==> config.mk <==
export PLATFORM = sky130hd
export DESIGN_NAME = slice_serial_adder_ctrl
export DESIGN_NICKNAME = d
export VERILOG_FILES = /design/src/rtl/alu_pkg.sv /design/src/rtl/slice_serial_adder_ctrl_fa3.sv /design/src/rtl/slice_serial_adder_ctrl.sv
export SDC_FILE = /design/constraint.sdc
export NUM_CORES = 1
export LEC_CHECK = 0
export ABC_CLOCK_PERIOD_IN_PS = 2800
export CAP_MARGIN = 0
export CELL_PAD_IN_SITES_DETAIL_PLACEMENT = 1
export CELL_PAD_IN_SITES_GLOBAL_PLACEMENT = 1
export CORE_MARGIN = 2
export CORE_UTILIZATION = 44
export CTS_CLUSTER_DIAMETER = 60
export DETAILED_ROUTE_END_ITERATION = 10
export PLACE_DENSITY_LB_ADDON = 0.15
export RECOVER_POWER = 50
export REMOVE_ABC_BUFFERS = 1
export SETUP_SLACK_MARGIN = 0.05
export SYNTH_ARGS = -nofsm -noshare
export SYNTH_HDL_FRONTEND = slang
export SYNTH_SLANG_ARGS = --single-unit
export TNS_END_PERCENT = 30
==> constraint.sdc <==
create_clock -name clk -period 2.8 [get_ports clk]
set_input_delay 0.56 -clock clk [delete_from_list [all_inputs] [get_ports clk]]
set_output_delay 0.56 -clock clk [all_outputs]
set_load 0.02 [all_outputs]
==> src/rtl/alu_pkg.sv <==
// Shared ALU definitions: FSM state encoding, slice width and slice-count helper.
package alu_pkg;

  localparam int unsigned SLICE_W = 3;

  typedef logic [1:0] state_t;

  localparam state_t IDLE = 2'd0;
  localparam state_t RUN  = 2'd1;
  localparam state_t DONE = 2'd2;

  // Number of slice cycles needed for a given operand width.
  function automatic int unsigned calc_nslice(input int unsigned width);
    return width / SLICE_W;
  endfunction

endpackage

==> src/rtl/slice_serial_adder_ctrl_fa3.sv <==
// FA3: 3-bit ripple-carry adder slice, the shared datapath of the serial adder.
module slice_serial_adder_ctrl_fa3 (
  input  logic [2:0] a,
  input  logic [2:0] b,
  input  logic       c_in,
  output logic [2:0] s,
  output logic       c_out
);

  logic c;

  // Ripple the carry through the three bit positions.
  always_comb begin
    c = c_in;
    s = '0;
    for (int i = 0; i < 3; i++) begin
      s[i] = a[i] ^ b[i] ^ c;
      c    = (a[i] & b[i]) | (c & (a[i] ^ b[i]));
    end
    c_out = c;
  end

endmodule

==> src/rtl/slice_serial_adder_ctrl.sv <==
// Serial WIDTH-bit adder: one FA3 slice reused NSLICE times, LSB slice first.
// Optional macro SLICE_ADDSUB_EN adds a 'sub' port that turns the operation into a - b.
module slice_serial_adder_ctrl
  import alu_pkg::*;
#(
  parameter int unsigned WIDTH = 12
) (
  input  logic             clk,
  input  logic             rst,
`ifdef SLICE_ADDSUB_EN
  input  logic             sub,
`endif
  input  logic             start,
  input  logic [WIDTH-1:0] a,
  input  logic [WIDTH-1:0] b,
  input  logic             cin,
  output logic             busy,
  output logic             done,
  output logic [WIDTH-1:0] sum,
  output logic             cout,
  output logic             ovf
);

  localparam int unsigned NSLICE = calc_nslice(WIDTH);
  localparam int unsigned IdxW   = (NSLICE > 1) ? $clog2(NSLICE) : 1;

  if ((WIDTH % SLICE_W) != 0 || WIDTH == 0) begin : g_bad_width
    $error("slice_serial_adder_ctrl: WIDTH must be a non-zero multiple of 3");
  end

  state_t           state_q, state_d;
  logic [WIDTH-1:0] a_sh_q, a_sh_d;
  logic [WIDTH-1:0] b_sh_q, b_sh_d;
  logic [WIDTH-1:0] sum_sh_q, sum_sh_d;
  logic             carry_q, carry_d;
  logic [IdxW-1:0]  idx_q, idx_d;
  logic [WIDTH-1:0] sum_q, sum_d;
  logic             cout_q, cout_d;
  logic             ovf_q, ovf_d;

  logic [2:0]       slice_s;
  logic             slice_co;
  logic [WIDTH-1:0] sh_next;
  logic             c_msb;
  logic             last;
  logic [WIDTH-1:0] b_load;
  logic             c_load;

  slice_serial_adder_ctrl_fa3 u_fa3 (
    .a     (a_sh_q[2:0]),
    .b     (b_sh_q[2:0]),
    .c_in  (carry_q),
    .s     (slice_s),
    .c_out (slice_co)
  );

  // Operand/carry values captured on an accepting edge.
`ifdef SLICE_ADDSUB_EN
  assign b_load = sub ? ~b : b;
  assign c_load = sub ? 1'b1 : cin;
`else
  assign b_load = b;
  assign c_load = cin;
`endif

  // Slice sum enters at the top; after NSLICE shifts the register holds the full result.
  assign sh_next = WIDTH'({slice_s, sum_sh_q} >> SLICE_W);
  // On the final slice bit 2 is bit WIDTH-1, so this recovers the carry into the MSB.
  assign c_msb   = a_sh_q[2] ^ b_sh_q[2] ^ slice_s[2];
  assign last    = (idx_q == IdxW'(NSLICE - 1));

  // Next-state: accept in IDLE/DONE, process one slice per cycle in RUN.
  always_comb begin
    state_d  = state_q;
    a_sh_d   = a_sh_q;
    b_sh_d   = b_sh_q;
    sum_sh_d = sum_sh_q;
    carry_d  = carry_q;
    idx_d    = idx_q;
    sum_d    = sum_q;
    cout_d   = cout_q;
    ovf_d    = ovf_q;
    case (state_q)
      RUN: begin
        a_sh_d   = a_sh_q >> SLICE_W;
        b_sh_d   = b_sh_q >> SLICE_W;
        sum_sh_d = sh_next;
        carry_d  = slice_co;
        idx_d    = idx_q + IdxW'(1);
        if (last) begin
          state_d = DONE;
          sum_d   = sh_next;
          cout_d  = slice_co;
          ovf_d   = c_msb ^ slice_co;
        end
      end
      default: begin
        state_d = IDLE;
        if (start) begin
          state_d = RUN;
          a_sh_d  = a;
          b_sh_d  = b_load;
          carry_d = c_load;
          idx_d   = '0;
        end
      end
    endcase
  end

  // State and datapath registers; reset discards any in-flight operation.
  always_ff @(posedge clk or posedge rst) begin
    if (rst) begin
      state_q  <= IDLE;
      a_sh_q   <= '0;
      b_sh_q   <= '0;
      sum_sh_q <= '0;
      carry_q  <= 1'b0;
      idx_q    <= '0;
      sum_q    <= '0;
      cout_q   <= 1'b0;
      ovf_q    <= 1'b0;
    end else begin
      state_q  <= state_d;
      a_sh_q   <= a_sh_d;
      b_sh_q   <= b_sh_d;
      sum_sh_q <= sum_sh_d;
      carry_q  <= carry_d;
      idx_q    <= idx_d;
      sum_q    <= sum_d;
      cout_q   <= cout_d;
      ovf_q    <= ovf_d;
    end
  end

  // Handshake outputs decode directly from the state register.
  always_comb begin
    busy = (state_q == RUN);
    done = (state_q == DONE);
    sum  = sum_q;
    cout = cout_q;
    ovf  = ovf_q;
  end

endmodule
==> flow_summary.toml, run 1 <==
[clock_network]
cts_buffer_depth = 2
cts_root_buffer = "clkbuf_8"
insertion_delay_ps = 300
cts_inserted_buffers = 5
cts_tree = "done"
ctsHoldBuffers = 0
post_cts_resized = 0
cts_max_level = 2
post-cts-setup-buffers = 0
clkTransAtPathRegs_ps = 90
cts_sinks = 52

[global_routing]
grt.total_usage = 0.1572
grt_start_max_net_pins = 58
first_global_vias = 1613
met2_usage = 0.2848
grtUsageMet3 = 0.04384
grt_pass1_wl_um = 7286
busiest_layer = "met2"
grt_use_met1 = 0.1829
overflow = 0
antenna_found_initial = 0

[timing]
period_minus_slack_ps = 2203
max_freq_ghz = 0.4540
fin_crit_sh = 0.7866
slew_violations = 0
skew_ps = 5.167
tns_ps = 0
timing.hold.ws_ps = 488.4
worst_slew_pin_slew_ps = 1255
finalSetupViolations = 0
rsz0062_at_grt = "false"
fin_ws_ps = 597.4
hold_viol_final = 0
relSlewSlack = 0.1635

[status]
status = "finished, final reports clean"

[worst_setup_path]
path_cells = "nor2b_1, clkdlybuf4s50_1"
path_delay_family = "buffers and inverters"
worst_ep_required_time_ps = 2240
worst-path-buf-inv = 1
crit_path_top_delay_cell = "clkdlybuf4s50_1"
worst_ep_arrival_time_ps = 1640
crit_path_end_kind = "output pin"
crit_type = "reg2out"
slowest_delay_ps = 670
critPathMaxFanout = 4
critPathLaunchType = "flip-flop"

[finish]
area_growth_pct = 22.62
antenna_cells = 0
final_cells = 299
drive_gt1_frac = 0.1179
final_util = 0.5520
nets = 261

[placed_design]
dp_cells = 291
gp_congestion = 0.6500
dpl.hpwl_um = 2963
dp_slack_ps = 682.2
port_buffers = 43

[detailed_routing]
drcViolationCount = 0
ant_nets = 0
vias_per_cell = 4.890
vias = 1462
avgRoutedWirePerCell_um = 14.06
dr.pass1.iters = 4
wl_um = 4204
drt_iter0_drc = 61

[min_path]
hp-class = "reg2reg"

[power_and_ir_drop]
seqPwrFrac = 0.429
p_sw_frac = 0.3554
p_switching_w = 0.001056
cell_internal_pwr_w = 0.001914
p_clk_frac = 0.144
p_leak_nw = 1.271
ir_worst_vdd_mv = 0.4061
p_comb_frac = 0.427
p_per_area_nw_per_um2 = 1060

[floorplan]
core_um2 = 5075
rows = 26
io_pins = 44
die_w_um = 76.06
start_util = 0.4502
die-area_um2 = 5785
die_h_um = 76.06

[synthesis]
syn_area_per_cell_um2 = 12.22
synth_seq_cells = 52
yosysSeqAreaShare = 0.5696
yosysWarnings = 0
synth.distinct_cells = 21
mappedNetlistArea_um2 = 2285
syn_inst = 187

[run]
maxCapViolCount = 0
## state kept, by name, indices dropped and copies added, names as in the netlist
signal	flops
sum_sh_q	9
sum	12
state_q	2
idx_q	2
a_sh_q	12
cout	1
carry_q	1
ovf	1
b_sh_q	12
## final timing paths
kind,startpoint,end,slack (ps),cells past startpoint
max reg2reg,a_sh_q[0],ovf,690,9
min reg2reg,b_sh_q[5],b_sh_q[2],490,2
max in group asynchronous,rst,b_sh_q[7],940,3
max,state_q[1],busy,600,2
min in group asynchronous,rst,b_sh_q[2],1120,3
min,b_sh_q[5],b_sh_q[2],490,2
## cells in the final DEF, fill, tap and decap left out
cell type,instances
nor2_1,10
a21oi_1,3
nand2b_1,1
clkinv_1,1
nor2b_1,3
fa_1,3
clkbuf_8,6
a211oi_1,1
clkdlybuf4s50_1,42
dlygate4sd3_1,1
o21ai_0,23
dfrtp_1,52
xor2_1,1
inv_1,8
clkbuf_1,2
xnor2_1,1
nand3b_1,1
ha_1,2
clkbuf_2,3
mux2i_1,24
mux2_2,17
mux2_4,1
nand2_1,23
## layer usage
| layer | vias up | routed length (um) |
|---|---|---|
| met3 | 6 | 200 |
| met4 | 0 | 44 |
| li1 | 700 | - |
| met5 | - | 0 |
| met1 | 725 | 1750 |
| met2 | 31 | 2208 |
## power by group through the flow
stage / registers (W) / logic (W) / clock network, W
final: 0.00127 / 0.00127 / 0.000427
after global routing: 0.00132 / 0.00143 / 0.000477
after CTS: 0.00129 / 0.00132 / 0.000443
after detailed placement: 0.00130 / 0.00131 / 0
after global placement: 0.00127 / 0.00124 / 0
after floorplan: 0.00136 / 0.000736 / 0
## logic make-up after synthesis
logic type      Yosys count  share of synthesized area
fa+ha+maj                 5                    0.03724
simple gates             38                    0.06846
compound gates           27                    0.06024
flops                    52                     0.5696
mux                      42                     0.1955
buf+inv                  21                    0.06133
xor+xnor                  2                   0.007668
## worst min-delay path: stages, from the launching register on
cell and delay (ps):
dfrtp_1 350, nand2_1 50, o21ai_0 60
## area by class of cell
class	count	area (um2)
Tap cell	70	87.58
Fill cell	564	2273
Clock buffer	8	90.09
Sequential cell	52	1301
Multi-Input combinational cell	114	843.3
Timing Repair Buffer	46	445.4
Inverter	9	33.78
## cells in the mapped netlist
cell type / count / share of area
dfrtp_1: 52 / 0.57
mux2i_1: 24 / 0.11
nand2_1: 23 / 0.038
o21ai_0: 23 / 0.050
mux2_2: 17 / 0.084
nor2_1: 10 / 0.016
inv_1: 9 / 0.015
buf_6: 7 / 0.035
a21oi_1: 3 / 0.0066
buf_2: 3 / 0.0066
fa_1: 3 / 0.026
nor2b_1: 3 / 0.0082
ha_1: 2 / 0.011
a211oi_1: 1 / 0.0033
buf_4: 1 / 0.0033
clkbuf_2: 1 / 0.0022
mux2_4: 1 / 0.0066
nand2b_1: 1 / 0.0027
nand3b_1: 1 / 0.0033
xnor2_1: 1 / 0.0038
xor2_1: 1 / 0.0038
## stage by stage
| stage | cell area (um2) | power [W] |
|---|---|---|
| 2_1_floorplan | 2178 | 0.002100 |
| 3_3_place_gp | 2739 | 0.002510 |
| 3_5_place_dp | 2739 | 0.002614 |
| 4_1_cts | 2829 | 0.003045 |
| 5_1_grt | 2801 | 0.003233 |
| 6_report | 2801 | 0.002970 |
Power figures use the tool's default switching activity.
==> run 2: changes to the inputs <==
--- a/config.mk
+++ b/config.mk
@@ -5,12 +5,12 @@
 export SDC_FILE = /design/constraint.sdc
 export NUM_CORES = 1
 export LEC_CHECK = 0
-export ABC_CLOCK_PERIOD_IN_PS = 2800
+export ABC_CLOCK_PERIOD_IN_PS = 1800
 export CAP_MARGIN = 0
 export CELL_PAD_IN_SITES_DETAIL_PLACEMENT = 1
 export CELL_PAD_IN_SITES_GLOBAL_PLACEMENT = 1
 export CORE_MARGIN = 2
-export CORE_UTILIZATION = 44
+export CORE_UTILIZATION = 37
 export CTS_CLUSTER_DIAMETER = 60
 export DETAILED_ROUTE_END_ITERATION = 10
 export PLACE_DENSITY_LB_ADDON = 0.15
==> constraint.sdc (replaced) <==
create_clock -name clk -period 1.8 [get_ports clk]
set_input_delay 0.36 -clock clk [delete_from_list [all_inputs] [get_ports clk]]
set_output_delay 0.36 -clock clk [all_outputs]
set_load 0.02 [all_outputs]
==> run 2 against run 1 <==
The run now ends with negative setup slack left. Sequential power is 57% higher. Sequential share of layout area decreased by 1.3 points. Total power up 64%. Worst setup slack worse by 750 ps. Design area rose by 2.9%. Die area up 18%. Non-clock buffer count increased by 6. Count of clock-buffer cells in the layout down 3.
==> flow_summary.toml, run 2 (synthesis gave the netlist of run 1 again) <==
[floorplan]
core_um2 = 5956
die_w_um = 82.58
die_h_um = 82.58
die-area_um2 = 6819
start_util = 0.3836
rows = 28
io_pins = 44

[worst_setup_path]
critPathLaunchType = "flip-flop"
r2r_start = "carry_q"
worst_ep_arrival_time_ps = 2130
rrSetupSlack_ps = -150
cp-startpoint = "carry_q"
r2r_cells = 9
crit_path_end_kind = "flip-flop"
reg2reg_to = "ovf"
worst_ep_required_time_ps = 1980
critPathMaxFanout = 3
crit_type = "reg2reg"

[power_and_ir_drop]
p_switching_w = 0.001695
ir_worst_vdd_mv = 0.8766
p_clk_frac = 0.153
cell_internal_pwr_w = 0.003161
p_sw_frac = 0.3491
p_leak_nw = 1.320
seqPwrFrac = 0.411
p_per_area_nw_per_um2 = 1684
p_comb_frac = 0.436

[finish]
regArea_um2 = 1301
multi_input_area_um2 = 865.8
antenna_cells = 0
mostFrequentLayoutCells = "dfrtp_1 (52), clkdlybuf4s50_1 (40), mux2i_1 (24), nand2_1 (23), o21ai_0 (22)"
final_cells = 308
nets = 267
fin_area_um2 = 2884
area_growth_pct = 26.23
final_common_cell = "dfrtp_1"
n_fill_cell = 653
drive_gt1_frac = 0.1845

[timing]
finalSetupViolations = 3
rsz0062_at_grt = "true"
period_minus_slack_ps = 1948
slew_violations = 0
worst_slew_pin_slew_ps = 1147
tns_ps = -227.9
max_freq_ghz = 0.5133
fin_ws_ps = -148.2
skew_ps = 6.030
hold_viol_final = 0
fin_crit_sh = 1.082
relSlewSlack = 0.2356

[clock_network]
cts_sinks = 52
cts_tree = "done"
cts_max_level = 2
cts_root_buffer = "clkbuf_8"
cts_buffer_depth = 2
ctsHoldBuffers = 0
clkTransAtPathRegs_ps = 90
cts_inserted_buffers = 5
insertion_delay_ps = 300

[placed_design]
dp_cells = 299
dpl.hpwl_um = 3014
port_buffers = 43
gp_congestion = 0.7059
placed_area_um2 = 2780

[detailed_routing]
ant_nets = 0
drcViolationCount = 0
dr.pass1.iters = 4
wl_um = 4378
vias_per_cell = 4.854
vias = 1495
avgRoutedWirePerCell_um = 14.21
drt_iter0_drc = 72

[global_routing]
grt_pass1_wl_um = 7603
first_global_vias = 1634
grt.total_usage = 0.1464
antenna_found_initial = 0
overflow = 0
grt_start_max_net_pins = 58

[run]
maxCapViolCount = 0

[min_path]
hp-class = "reg2reg"
holdPathStages = 2
min_to = "a_sh_q[3]"
min-delay-start = "a_sh_q[6]"

[status]
status = "finished with violations"
violations = "negative setup slack"
-- run 2: area by class of cell --
cell class / instances / area share
well taps: 75 / 0.03254
flip-flops and latches: 52 / 0.4512
repair buffers: 52 / 0.1701
inverters: 9 / 0.01171
clock buffers: 5 / 0.02386
clock inverters: 1 / 0.01041
multi-input cells: 114 / 0.3002
-- run 2: how the worst max path moves through the flow --
stage                        end  depth (start not counted)
floorplan           sum_sh_q[10]                          2
global placement             ovf                          9
detailed placement           ovf                          9
CTS                          ovf                          9
global route                 ovf                          9
finish                       ovf                          9
-- run 2: power groups by stage --
stage          Sequential [W]  Clock, W  Combinational (W)
6_report              0.00199  0.000742            0.00212
5_1_grt               0.00207  0.000816            0.00239
4_1_cts               0.00200  0.000775            0.00217
3_5_place_dp          0.00202         0            0.00209
3_3_place_gp          0.00198         0            0.00198
2_1_floorplan         0.00210         0            0.00109
-- run 2: routing by layer --
| layer | up-vias | GRT usage | wire, um |
|---|---|---|---|
| met5 | - | 0 | 0 |
| met4 | 0 | 0.05902 | 81 |
| met3 | 9 | 0.02717 | 171 |
| met2 | 34 | 0.2492 | 2208 |
| met1 | 744 | 0.1835 | 1917 |
| li1 | 708 | - | - |
-- run 2: stage by stage --
stage                     total power, W  setup slack [ps]    util  hold slack (ps)
after floorplan                 0.003187             -1249       -            449.2
after global placement          0.003963            -204.0  0.4668            459.3
after detailed placement        0.004115            -343.0  0.4668            467.4
after CTS                       0.004948            -207.0  0.4880            452.1
after global routing            0.005282            -282.2  0.4842            528.3
final                           0.004856            -148.2  0.4842            486.1
-- run 2: critical path, cell delays in order (launching register included) --
cell and delay, ps:
dfrtp_1 370, inv_2 50, fa_2 370, inv_2 60, fa_2 190, inv_2 40
fa_2 370, xor2_2 170, xnor2_1 130, o21ai_1 90
-- run 2: repair_timing --
action,in CTS,in global routing
buffers inserted,2,1
endpoints found under the setup margin,7,6
pin swaps,6,3
resized for setup,11,0
==> RTL change 1, RTL diff (flow settings as in run 2) <==
`WIDTH`: 12 -> 18.
--- a/src/rtl/slice_serial_adder_ctrl.sv
+++ b/src/rtl/slice_serial_adder_ctrl.sv
@@ -3,7 +3,7 @@
 module slice_serial_adder_ctrl
   import alu_pkg::*;
 #(
-  parameter int unsigned WIDTH = 12
+  parameter int unsigned WIDTH = 18
 ) (
   input  logic             clk,
   input  logic             rst,
Interface: changed (resized a, b and sum); port bits go from 44 to 62. No check against the original RTL was run, so the function may have changed too.
==> RTL change 1 against run 2 <==
  * The run still ends with setup timing left
  * Maximum frequency rose by 2.0%
  * Critical path type unchanged
  * Sequential power grew 45%
  * Area after synthesis rose by 47%
  * Largest cell class unchanged
  * Combinational power up 32%
  * Clock skew about the same
  * Power increased by 40%
  * Worst hold slack got worse by 5.5 ps
  * Design area grew 48%
  * Routed wire length grew 54%
  * Sequential share of layout area is 0.077 points lower
  * Setup slack better by 37 ps
  * Sequential cell count increased by 25
  * First-iteration DRC count up 5.6%
==> RTL change 1: results (changes against run 2) <==
- Crit Reg-Reg Startpoint: a_sh_q[0]
- Cell Count, Final, Fillers Out: 472, +53%
- CP Data Arrival Time: 2140 ps
- first-pass GRT wire length: 11500 µm, +52%
- met2 GRT Util: 0.236, -0.0127
- sequential-to-total area share from yosys stat: 0.573, +0.00379
- met1 demand-to-capacity share in global routing: 0.193, +0.00999
- half-perimeter wire length after placement: 4540 µm, +51%
- number of design-rule violations left by the first detailed-router iteration: 76, +5.6%
- fillers: 955, +46%
- global-route track usage on met3: 0.0478, +0.0206
- Cell Count Post-Placement: 459, +54%
- final sequential cell count: 77, +48%
- count of different cell masters after synthesis: 25, +19%
- setup-violating endpoint count in the final report: 4, +1
- worst-case reg-to-reg path depth: 8, -1
- proportion of synthesized area in mux cells: 0.176, -0.0190
- pin count of the biggest net entering global routing: 84, +45%
- post-DR vias/cell: 4.79, -1.3%
- Port Buffers: 61, +42%
- result of the run: finished with violations
- aggregate routed wire length: 6760 µm, +54%
- H-tree levels: 3, +1
- total CTS buffers: 9, +4
- met2 wire length: 3260 µm, +47%
- GP Congestion: 0.666, -5.7%
- Worst Setup Slack, final: -111 ps, +37.3 ps
- mean cell area of the mapped netlist: 11.3 µm², -7.7%
- Post-synth top cells: 77 x sky130_fd_sc_hd__dfrtp_1, 76 x sky130_fd_sc_hd__nand2_1, 37 x sky130_fd_sc_hd__o21ai_0
- data-path buffer share of cell area in the final layout: 0.166, -0.00423
- violated checks: setup timing
- top area cells in the synthesized netlist: sky130_fd_sc_hd__dfrtp_1 57%, sky130_fd_sc_hd__mux2i_1 11%, sky130_fd_sc_hd__nand2_1 8.5%
- Non-clk bufs: 71, +37%
- leakage component of the power: 2.07 nW, +57%
- fraction of area in multi-input gates: 0.307, +0.00631
- Post-Synth Adder-Cell Area: 0.0290, -0.00820
- clock buffer instance count of the final layout: 10, +5
- Clock Pin Slew Worst Setup and Hold Paths: 80 ps
- Final Skew: 6.09 ps, +0.0576 ps
- pin slew with the least headroom to its limit: 1070 ps, -72.3 ps
- number of ordinary inverters in the final layout: 11, +2
- area fraction of clock buffers and clock inverters: 0.0357, +0.00141
- switching power share of the total: 0.368, +0.0190
- routed metal-1 wirelength: 3090 µm, +61%
- routed wl met3: 335 µm, +96%
- All-Layer GR Usage: 0.149, +0.00215
- standard cell with the maximum stage delay on the critical path: sky130_fd_sc_hd__fa_2
- compound-cell area share of the yosys netlist: 0.0633, +0.00305
- number of global-route vias before repair: 2349, +44%
- stage delay of the slowest cell on the critical path: 540 ps, +170 ps
- antenna diode count: 0, unchanged
- clock latency of the later-clocked register in the worst-skew pair: 340 ps, +40 ps
- share of cells above drive strength 1: 0.143, -0.0417
- xor/xnor cell area share of the yosys netlist: 0.00521, -0.00245
RTL change 1: what timing repair did:
item	in CTS	in global routing
buffers inserted	0	0
setup endpoints to repair	7	5
pin swaps	3	2
hold buffers	0	0
cloned	0	0
gates resized for setup	13	0
RTL change 1: power by group through the flow:
stage	registers, W	clock network (W)	logic (W)
floorplan	0.00304	0	0.00154
global placement	0.00289	0	0.00276
detailed placement	0.00293	0	0.00286
CTS	0.00290	0.00116	0.00293
global route	0.00299	0.00122	0.00317
finish	0.00288	0.00109	0.00280
RTL change 1: stage by stage:
step	total power [W]	setup TNS [ps]	instance area, µm²
global placement	0.00565	-307	4130
detailed placement	0.00579	-453	4130
floorplan	0.00458	-43110	3260
global route	0.00738	-612	4280
CTS	0.00698	-318	4300
finish	0.00678	-184	4280
RTL change 1: cell families after synthesis:
group                      after synthesis
AOI/OAI and AO/OA                       41
xor gates and xnor gates                 2
adders and majority gates                6
buffers and inverters                   29
DFF                                     77
muxes                                   53
and+or+nand+nor                         90
RTL change 1: how the worst min path moves through the flow:
stage | from | to | slack [ps]
detailed placement | a_sh_q[15] | a_sh_q[12] | 470
CTS | rst | b_sh_q[7] | 440
global placement | b_sh_q[13] | b_sh_q[10] | 460
floorplan | sum_sh_q[3] | sum_sh_q[3] | 450
finish | a_sh_q[15] | a_sh_q[12] | 480
global route | a_sh_q[5] | a_sh_q[2] | 510
RTL change 1: worst register-to-register path: stages (launching register included):
cell,delay [ps]
sky130_fd_sc_hd__dfrtp_1,370
sky130_fd_sc_hd__inv_2,50
sky130_fd_sc_hd__fa_2,380
sky130_fd_sc_hd__inv_2,60
sky130_fd_sc_hd__fa_2,190
sky130_fd_sc_hd__inv_2,40
sky130_fd_sc_hd__fa_2,540
sky130_fd_sc_hd__xnor2_1,120
sky130_fd_sc_hd__o21ai_1,70
==> RTL change 2, RTL diff (settings of run 2) <==
Without the edit above. Take the reset off `a_sh_q`, `b_sh_q`, `sum_sh_q` and `sum_q` and load them in a clocked block of their own.
--- a/src/rtl/slice_serial_adder_ctrl.sv
+++ b/src/rtl/slice_serial_adder_ctrl.sv
@@ -111,25 +111,24 @@
   always_ff @(posedge clk or posedge rst) begin
     if (rst) begin
       state_q  <= IDLE;
-      a_sh_q   <= '0;
-      b_sh_q   <= '0;
-      sum_sh_q <= '0;
       carry_q  <= 1'b0;
       idx_q    <= '0;
-      sum_q    <= '0;
       cout_q   <= 1'b0;
       ovf_q    <= 1'b0;
     end else begin
       state_q  <= state_d;
-      a_sh_q   <= a_sh_d;
-      b_sh_q   <= b_sh_d;
-      sum_sh_q <= sum_sh_d;
       carry_q  <= carry_d;
       idx_q    <= idx_d;
-      sum_q    <= sum_d;
       cout_q   <= cout_d;
       ovf_q    <= ovf_d;
     end
+  end
+
+  always_ff @(posedge clk) begin
+    a_sh_q   <= a_sh_d;
+    b_sh_q   <= b_sh_d;
+    sum_sh_q <= sum_sh_d;
+    sum_q    <= sum_d;
   end
 
   // Handshake outputs decode directly from the state register.
Behaviour: differs if rst is asserted again (counterexample within 10 cycles, from zero or initial values and one cycle with rst high); with rst held inactive, the same outputs for 10 cycles.
==> RTL change 2 against run 2 <==
  * The run still ends with setup timing left
  * Routed wire length decreased by 16%
  * Maximum frequency is 3.2% lower
  * Area after synthesis decreased by 11%
  * Setup slack got worse by 65 ps
  * Design area fell by 7.8%
  * Power decreased by 0.94%
  * Sequential share of layout area grew 10 points
  * Sequential cell count unchanged
  * Critical path type unchanged
==> RTL change 2: results (changes against run 2) <==
- Worst Setup Slack, final: -213 ps, -65.2 ps
- data-path buffer share of cell area in the final layout: 0.175, +0.00491
- stage delay of the slowest cell on the critical path: 530 ps, +160 ps
- aggregate routed wire length: 3690 µm, -16%
- first-pass GRT wire length: 6000 µm, -21%
- result of the run: finished with violations
- fillers: 531, -19%
- Post-Synth Adder-Cell Area: 0.0418, +0.00461
- violated checks: setup timing
- total number of vias: 1120, -25%
- standard cell with the maximum stage delay on the critical path: sky130_fd_sc_hd__fa_2
- minimum hold slack: 421 ps, -65.1 ps
- mean cell area of the mapped netlist: 16.7 µm², +36%
- Cell Count Post-Placement: 237, -21%
- final sum of negative setup slack: -505 ps, -278 ps
- CP Data Arrival Time: 2240 ps, +110 ps
- Final Skew: 4.47 ps, -1.56 ps
- GP Congestion: 0.629, -11%
- class of the tightest hold or removal check: primary input to async pin
- Placement Setup Slack: -262 ps, +81.2 ps
- proportion of synthesized area in mux cells: 0.135, -0.0607
- share of cells above drive strength 1: 0.223, +0.0383
- Multi-input comb cells: 53, -54%
- VDD IR max: 0.000718 V, -18%
- half-perimeter wire length after placement: 2710 µm, -10%
- setup-violating endpoint count in the final report: 4, +1
- All-Layer GR Usage: 0.131, -0.0152
- Worst slew margin: 0.599, +0.363
- fraction of area in multi-input gates: 0.191, -0.109
- Syn Inst Count: 122, -35%
- proportion of cell area occupied by registers: 0.551, +0.100
- number of flops mapped to enable cells by yosys: 39, +39
- clock buffer instance count of the final layout: 6, +1
- pin count of the biggest net entering global routing: 25, -57%
- area fraction of clock buffers and clock inverters: 0.0315, -0.00276
- Synth Flop Type: sky130_fd_sc_hd__edfxtp_1
- number of nets in the layout: 207, -22%
- sequential-to-total area share from yosys stat: 0.721, +0.152
- Cell Count, Final, Fillers Out: 245, -20%
- synth-to-layout area growth: 30.8%
## RTL change 2: cell count changes after synthesis, sizes merged, moves of 7 or more
cell    before  now
o21ai       23    3
nand2       23    3
buf         11    4
dfrtp       52    7
mux2i       24    6
edfxtp       0   39
## RTL change 2: power breakdown
| group | internal, W | switching (W) | total, W |
|---|---|---|---|
| Sequential | 0.00207 | 0.000199 | 0.00227 |
| Clock | 0.000270 | 0.000363 | 0.000633 |
| Combinational | 0.000936 | 0.000973 | 0.00191 |
| Total | 0.00328 | 0.00154 | 0.00481 |
## RTL change 2: routing by layer
metal  GRT usage  up-vias  wire, µm
met5           0        -         0
met4      0.0526        0        17
met3      0.0460        2       200
met2       0.256       41      2100
met1       0.122      548      1370
li1            -      529         -
## RTL change 2: repair_timing
item | CTS | global route
pin swaps | 4 | 1
gates resized for setup | 13 | 0
endpoints found under the setup margin | 7 | 5
setup buffers | 0 | 0
